## config.mk

```make
export PLATFORM = sky130hd
export DESIGN_NAME = picorv32_pcpi_arbiter
export DESIGN_NICKNAME = d
export VERILOG_FILES = /design/src/rtl/pcpi_arb_pkg.sv /design/src/rtl/pcpi_arb_prio_enc.sv /design/src/rtl/picorv32_pcpi_arbiter.sv
export SDC_FILE = /design/constraint.sdc
export NUM_CORES = 1
export LEC_CHECK = 0
export BUFFER_PORTS_ARGS = -buffer_cell sky130_fd_sc_hd__buf_2
export CELL_PAD_IN_SITES_DETAIL_PLACEMENT = 1
export CELL_PAD_IN_SITES_GLOBAL_PLACEMENT = 2
export CORE_MARGIN = 2
export CORE_UTILIZATION = 31
export CTS_CLUSTER_SIZE = 16
export DETAILED_ROUTE_END_ITERATION = 8
export GPL_ROUTABILITY_DRIVEN = 0
export PLACE_DENSITY_LB_ADDON = 0.15
export RECOVER_POWER = 100
export SLEW_MARGIN = 20
export SYNTH_ARGS = -nofsm -noshare
export SYNTH_HDL_FRONTEND = slang
export SYNTH_SLANG_ARGS = --single-unit
```

## constraint.sdc

```tcl
create_clock -name clk -period 4.5 [get_ports clk]
set_input_delay 0.45 -clock clk [delete_from_list [all_inputs] [get_ports clk]]
set_output_delay 0.45 -clock clk [all_outputs]
set_load 0.02 [all_outputs]
```

## src/rtl/pcpi_arb_pkg.sv

```systemverilog
// rtl/pcpi_arb_pkg.sv - shared types and constants for the PCPI coprocessor arbiter
package pcpi_arb_pkg;

  localparam int XLEN   = 32;
  localparam int STAT_W = 16;
  localparam int TOUT_W = $clog2(12) + 1;

  typedef enum logic [2:0] {
    IDLE,
    DISPATCH,
    CLAIMED,
    RESPOND,
    DECLINE,
    DRAIN
  } arb_state_t;

  // Saturating increment for the statistics counters
  function automatic logic [STAT_W-1:0] sat_inc(input logic [STAT_W-1:0] v);
    return (v == '1) ? v : v + 1'b1;
  endfunction

endpackage

```

## src/rtl/pcpi_arb_prio_enc.sv

```systemverilog
// rtl/pcpi_arb_prio_enc.sv - lowest-index-wins priority encoder
module pcpi_arb_prio_enc #(
  parameter int N  = 2,
  parameter int IW = 1
) (
  input  logic [N-1:0]  vec,
  output logic [IW-1:0] idx,
  output logic          any
);

  // Scan from the top so the lowest set bit is the last one written
  always_comb begin
    idx = '0;
    any = |vec;
    for (int i = N - 1; i >= 0; i--) begin
      if (vec[i]) idx = IW'(i);
    end
  end

endmodule

```

## src/rtl/picorv32_pcpi_arbiter.sv

```systemverilog
// rtl/picorv32_pcpi_arbiter.sv - PCPI dispatcher to NUM_COPROC coprocessors (optional stats: PCPI_ARB_STATS_EN)
module picorv32_pcpi_arbiter
  import pcpi_arb_pkg::*;
#(
  parameter int NUM_COPROC = 2,
  parameter int TIMEOUT    = 8
) (
  input  logic                       clk,
  input  logic                       resetn,
  input  logic                       pcpi_valid,
  input  logic [XLEN-1:0]            pcpi_insn,
  input  logic [XLEN-1:0]            pcpi_rs1,
  input  logic [XLEN-1:0]            pcpi_rs2,
  output logic                       pcpi_wr,
  output logic [XLEN-1:0]            pcpi_rd,
  output logic                       pcpi_wait,
  output logic                       pcpi_ready,
  output logic [NUM_COPROC-1:0]      co_valid,
  output logic [XLEN-1:0]            co_insn,
  output logic [XLEN-1:0]            co_rs1,
  output logic [XLEN-1:0]            co_rs2,
  input  logic [NUM_COPROC-1:0]      co_wr,
  input  logic [NUM_COPROC*XLEN-1:0] co_rd,
  input  logic [NUM_COPROC-1:0]      co_wait,
  input  logic [NUM_COPROC-1:0]      co_ready
`ifdef PCPI_ARB_STATS_EN
  ,
  output logic [NUM_COPROC*STAT_W-1:0] stat_done,
  output logic [STAT_W-1:0]            stat_decline
`endif
);

  localparam int IW = (NUM_COPROC > 1) ? $clog2(NUM_COPROC) : 1;
  localparam logic [TOUT_W-1:0] TOUT_LAST = TOUT_W'(TIMEOUT - 1);

  arb_state_t        state;
  logic [IW-1:0]     claim;
  logic [TOUT_W-1:0] cnt;

  logic [IW-1:0] rdy_idx;
  logic          rdy_any;
  logic [IW-1:0] wait_idx;
  logic          wait_any;

  pcpi_arb_prio_enc #(.N(NUM_COPROC), .IW(IW)) u_rdy_enc (
    .vec (co_ready),
    .idx (rdy_idx),
    .any (rdy_any)
  );

  pcpi_arb_prio_enc #(.N(NUM_COPROC), .IW(IW)) u_wait_enc (
    .vec (co_wait),
    .idx (wait_idx),
    .any (wait_any)
  );

  // Main dispatch FSM; every core- and coprocessor-facing output is registered here
  always_ff @(posedge clk or negedge resetn) begin
    if (!resetn) begin
      state      <= IDLE;
      claim      <= '0;
      cnt        <= '0;
      co_valid   <= '0;
      co_insn    <= '0;
      co_rs1     <= '0;
      co_rs2     <= '0;
      pcpi_wr    <= 1'b0;
      pcpi_rd    <= '0;
      pcpi_wait  <= 1'b0;
      pcpi_ready <= 1'b0;
    end else begin
      pcpi_ready <= 1'b0;
      case (state)
        IDLE: begin
          if (pcpi_valid) begin
            co_insn  <= pcpi_insn;
            co_rs1   <= pcpi_rs1;
            co_rs2   <= pcpi_rs2;
            co_valid <= '1;
            cnt      <= '0;
            state    <= DISPATCH;
          end
        end
        DISPATCH: begin
          if (!pcpi_valid) begin
            co_valid <= '0;
            state    <= IDLE;
          end else if (rdy_any) begin
            // Ready beats wait: an immediate answer needs no claim phase
            pcpi_rd    <= co_rd[XLEN*int'(rdy_idx) +: XLEN];
            pcpi_wr    <= co_wr[rdy_idx];
            pcpi_ready <= 1'b1;
            co_valid   <= '0;
            state      <= RESPOND;
          end else if (wait_any) begin
            claim     <= wait_idx;
            co_valid  <= NUM_COPROC'(1) << wait_idx;
            pcpi_wait <= 1'b1;
            state     <= CLAIMED;
          end else if (cnt == TOUT_LAST) begin
            co_valid <= '0;
            state    <= DECLINE;
          end else begin
            cnt <= cnt + 1'b1;
          end
        end
        CLAIMED: begin
          if (!pcpi_valid) begin
            co_valid  <= '0;
            pcpi_wait <= 1'b0;
            state     <= IDLE;
          end else if (co_ready[claim]) begin
            pcpi_rd    <= co_rd[XLEN*int'(claim) +: XLEN];
            pcpi_wr    <= co_wr[claim];
            pcpi_ready <= 1'b1;
            pcpi_wait  <= 1'b0;
            co_valid   <= '0;
            state      <= RESPOND;
          end
        end
        RESPOND: begin
          state <= DRAIN;
        end
        DECLINE, DRAIN: begin
          // Hold here so a still-asserted instruction is never dispatched twice
          if (!pcpi_valid) state <= IDLE;
        end
        default: begin
          co_valid  <= '0;
          pcpi_wait <= 1'b0;
          state     <= IDLE;
        end
      endcase
    end
  end

`ifdef PCPI_ARB_STATS_EN
  logic          resp_fire;
  logic [IW-1:0] resp_idx;
  logic          decline_fire;

  // Decode the FSM transitions that the statistics counters track
  always_comb begin
    resp_fire    = 1'b0;
    resp_idx     = rdy_idx;
    decline_fire = 1'b0;
    if (state == DISPATCH && pcpi_valid) begin
      resp_fire    = rdy_any;
      decline_fire = !rdy_any && !wait_any && (cnt == TOUT_LAST);
    end else if (state == CLAIMED && pcpi_valid) begin
      resp_fire = co_ready[claim];
      resp_idx  = claim;
    end
  end

  // Saturating completion and decline counters
  always_ff @(posedge clk or negedge resetn) begin
    if (!resetn) begin
      stat_done    <= '0;
      stat_decline <= '0;
    end else begin
      if (resp_fire)
        stat_done[STAT_W*int'(resp_idx) +: STAT_W] <=
          sat_inc(stat_done[STAT_W*int'(resp_idx) +: STAT_W]);
      if (decline_fire)
        stat_decline <= sat_inc(stat_decline);
    end
  end
`endif

endmodule

```

==> impl_metrics.csv <==
group,metric,value,unit
power,p_leak,3.61,nW
worst_setup_path,cp_max_fo,22,
clock_network,clkSinkCount,142,
clock_network,cts_buffer_depth,2,
final_layout,area_growth,36.1,%
global_routing,grt_max_degree,100,
worst_setup_path,path_class,"reg -> reg",
status,failed_checks,"capacitance limit, slew limit",
yosys,ys_async_sr_fraction,1.00,
detailed_routing,drcViolationCount,0,
clock_network,root_buffer,"clkbuf_16",
clock_network,cts_resized,0,
worst_setup_path,cp_slowest_cell,"a21oi_1",
sta,min_period_over_period,0.726,
yosys,yosys_most_used_dff,"dfrtp_1",
global_routing,grt_pass1_vias,4904,
power,p_switching,2.56,mW
worst_setup_path,crit_path_start_kind,"flip-flop",
floorplanning,start_util,0.319,
placed_design,dp_hpwl,12800,um
worst_setup_path,r2r-end,"pcpi_rd[6]$_DFFE_PN0P_",
worst_setup_path,r2r_slack,1.23,ns
global_routing,grt_overflow,0,
clock_network,clk_latency,0.41,ns
floorplanning,die_h,143,um
worst_setup_path,critPathMaxStageDelay,1.61,ns
sta,setup_slack,1.23,ns
worst_setup_path,crit_end,"pcpi_rd[6]$_DFFE_PN0P_",
sta,setup_tns,0,ns
sta,slew_viol_final,122,
clock_network,cts.clk_slew.worst_paths,0.06,ns
yosys,yosysSeqAreaShare,0.592,
floorplanning,dieArea,20500,um2
worst_setup_path,crit_required,4.79,ns
detailed_routing,drt.antenna.violating_nets,0,
clock_network,h-tree-depth,4,
power,clkPwrFrac,0.221,
detailed_routing,finalWirelength,16900,um
power,powerDensity,784,nW/um2
yosys,yosysUniqueCellTypes,46,
yosys,synth_area,6010,um2
detailed_routing,num_vias,4413,
final_layout,nFillCells,2108,
hold_path,hp-class,"in -> reg",
global_routing,grt_pass1_wl,26300,um
flow_run,maxCapViolCount,2,
worst_setup_path,r2r-start,"state[0]$_DFFE_PN0P_",
worst_setup_path,critPathLaunch,"state[0]$_DFFE_PN0P_",
yosys,syn_area_per_cell,15.4,um2
floorplanning,coreArea,18800,um2
yosys,synth_top_area_frac,0.592,
yosys,synth-edff-count,0,
power,internal_power,3.85,mW
worst_setup_path,ff2ff_path_depth,5,
sta,worst_pin_slew,2.52,ns
detailed_routing,drtIter0Drc,95,
placed_design,port_buffers,301,
final_layout,drive_above_1_share,0.427,
sta,maxSlewHeadroom,-0.678,
floorplanning,row_count,50,
sta,setup_viol,0,
power,ir_drop,317,uV
yosys,yosys.area.top_type,"dfrtp_1",
power,combinationalPowerShare,0.422,
sta,finalClockSkew,0.00845,ns
sta,whs,0.250,ns
status,outcome,"finished with violations",
clock_network,cts_tree,"done",
sta,max_freq,306,MHz
global_routing,grt.total_usage,0.167,
power,p_seq_frac,0.357,
sta,rsz0062_at_grt,"false",
sta,final-hold-violation-count,0,
detailed_routing,drt-pass1-iter-count,4,
final_layout,nNetsFinal,865,
yosys,ys_ff_latch,142,
worst_setup_path,end_kind,"flip-flop",
floorplanning,num_io_pins,302,
sta,fin_crit,3.27,ns
floorplanning,fp.dieW,143,um
detailed_routing,vias_per_cell,4.56,
clock_network,cts_setup_buffers,0,
placed_design,dp_slack,1.95,ns
yosys,synth_area_leaders,"dfrtp_1 (59%), mux2_2 (17%), mux2_1 (13%)",
detailed_routing,detail_route.wl_per_cell,17.4,um
yosys,syn_nets,560,
clock_network,cts_hold_buf,0,
yosys,synth-warning-count,0,
worst_setup_path,path_cells,"nor2b_1, o21ai_0, a21oi_1, buf_8, mux2_2",
final_layout,fin_util,0.434,
clock_network,cts_buffers,17,
yosys,synthCells,390,
worst_setup_path,cp.arrival,3.56,ns
final_layout,num_antenna_cells,0,
power,netSwitchingFraction,0.399,
global_routing,antenna_found_initial,0,
[worst min path at each step]
stage                      startpoint                       to  depth (start not counted)
6_report                  pcpi_rs2[4]    co_rs2[4]$_DFFE_PN0P_                          2
5_1_grt                  pcpi_rs2[10]   co_rs2[10]$_DFFE_PN0P_                          2
4_1_cts                        resetn  co_insn[16]$_DFFE_PN0P_                          1
3_5_place_dp    co_rs2[5]$_DFFE_PN0P_    co_rs2[5]$_DFFE_PN0P_                          1
3_3_place_gp   co_rs2[11]$_DFFE_PN0P_   co_rs2[11]$_DFFE_PN0P_                          1
2_1_floorplan                  resetn        claim$_DFFE_PN0P_                          0
[per-layer routing]
layer / GRT usage / part of all wire / routed length (um) / vias up
li1: - / - / - / 2015
met1: 0.186 / 0.38 / 6410 / 2190
met2: 0.291 / 0.52 / 8730 / 190
met3: 0.0627 / 0.086 / 1450 / 18
met4: 0.0604 / 0.016 / 271 / 0
met5: 0 / 0 / 0 / -
[state kept, by name, summed over array words and instances, names as in the netlist]
signal	count
cnt	5
claim	1
state	3
pcpi_ready	1
co_valid	2
pcpi_wr	1
pcpi_rd	32
co_rs1	32
co_insn	32
pcpi_wait	1
co_rs2	32
[placed cells by master (no fill, tap or decap), types with 3 or more instances in the layout]
cell,n
nor4b_1,3
clkinv_2,3
mux2_1,71
a22o_1,3
buf_2,167
bufinv_16,3
buf_4,3
clkbuf_1,134
dfrtp_1,142
clkbuf_16,17
o211ai_1,3
o21ai_0,4
nor2b_1,3
nand2_1,4
clkinvlp_4,4
nand3b_1,3
clkinv_4,3
inv_1,3
mux2_2,92
nand2b_1,3
[cell type report]
type / instances / area (um2) / area share
Clock buffer: 17 / 425 / 0.0520
Clock inverter: 14 / 170 / 0.0208
Inverter: 3 / 11.3 / 0.00138
Multi-Input combinational cell: 225 / 2310 / 0.282
Sequential cell: 142 / 3550 / 0.435
Tap cell: 260 / 325 / 0.0398
Timing Repair Buffer: 306 / 1380 / 0.169
[power groups by stage]
stage                     Combinational (mW)  Sequential [mW]  Clock, mW
after detailed placement                2.95             2.29          0
after floorplan                         1.17             3.01          0
after global routing                    2.92             2.38       1.53
final                                   2.71             2.29       1.42
after global placement                  2.88             2.25          0
after CTS                               2.95             2.28       1.46
[through the flow]
| step | cells | area, um2 | power, mW |
|---|---|---|---|
| 5_1_grt | 967 | 8180 | 6.84 |
| 3_3_place_gp | 935 | 7780 | 5.13 |
| 2_1_floorplan | 390 | 6010 | 4.18 |
| 4_1_cts | 966 | 8370 | 6.69 |
| 6_report | 967 | 8180 | 6.41 |
| 3_5_place_dp | 935 | 7780 | 5.23 |
[kinds of logic after synthesis]
family                     Yosys count  synth area share
and+or+nand+nor                     31            0.0404
adders and majority gates            1           0.00208
xor gates and xnor gates             2           0.00292
buffers and inverters               23            0.0217
DFF                                142             0.592
muxes                              164             0.307
AOI/OAI and AO/OA                   27            0.0342
[cell usage after synthesis (2+ instances only)]
master,instances
dfrtp_1,142
mux2_2,93
mux2_1,70
buf_2,11
buf_4,8
nand2_1,4
a22o_1,3
inv_1,3
nand2b_1,3
nand3b_1,3
nor2b_1,3
o211ai_1,3
o21ai_1,3
a2bb2oi_1,2
and2_1,2
nand3_1,2
nor3_1,2
nor3b_2,2
o21a_1,2
o21ai_0,2
xnor2_1,2
[critical path, delay by kind of cell (launching register included)]
kind                   cells  cell delay, ns
DFF                        1            0.53
buffers and inverters      1            0.25
AOI/OAI and AO/OA          2            1.73
muxes                      1            0.35
and+or+nand+nor            1            0.26
Power figures use the tool's default switching activity.
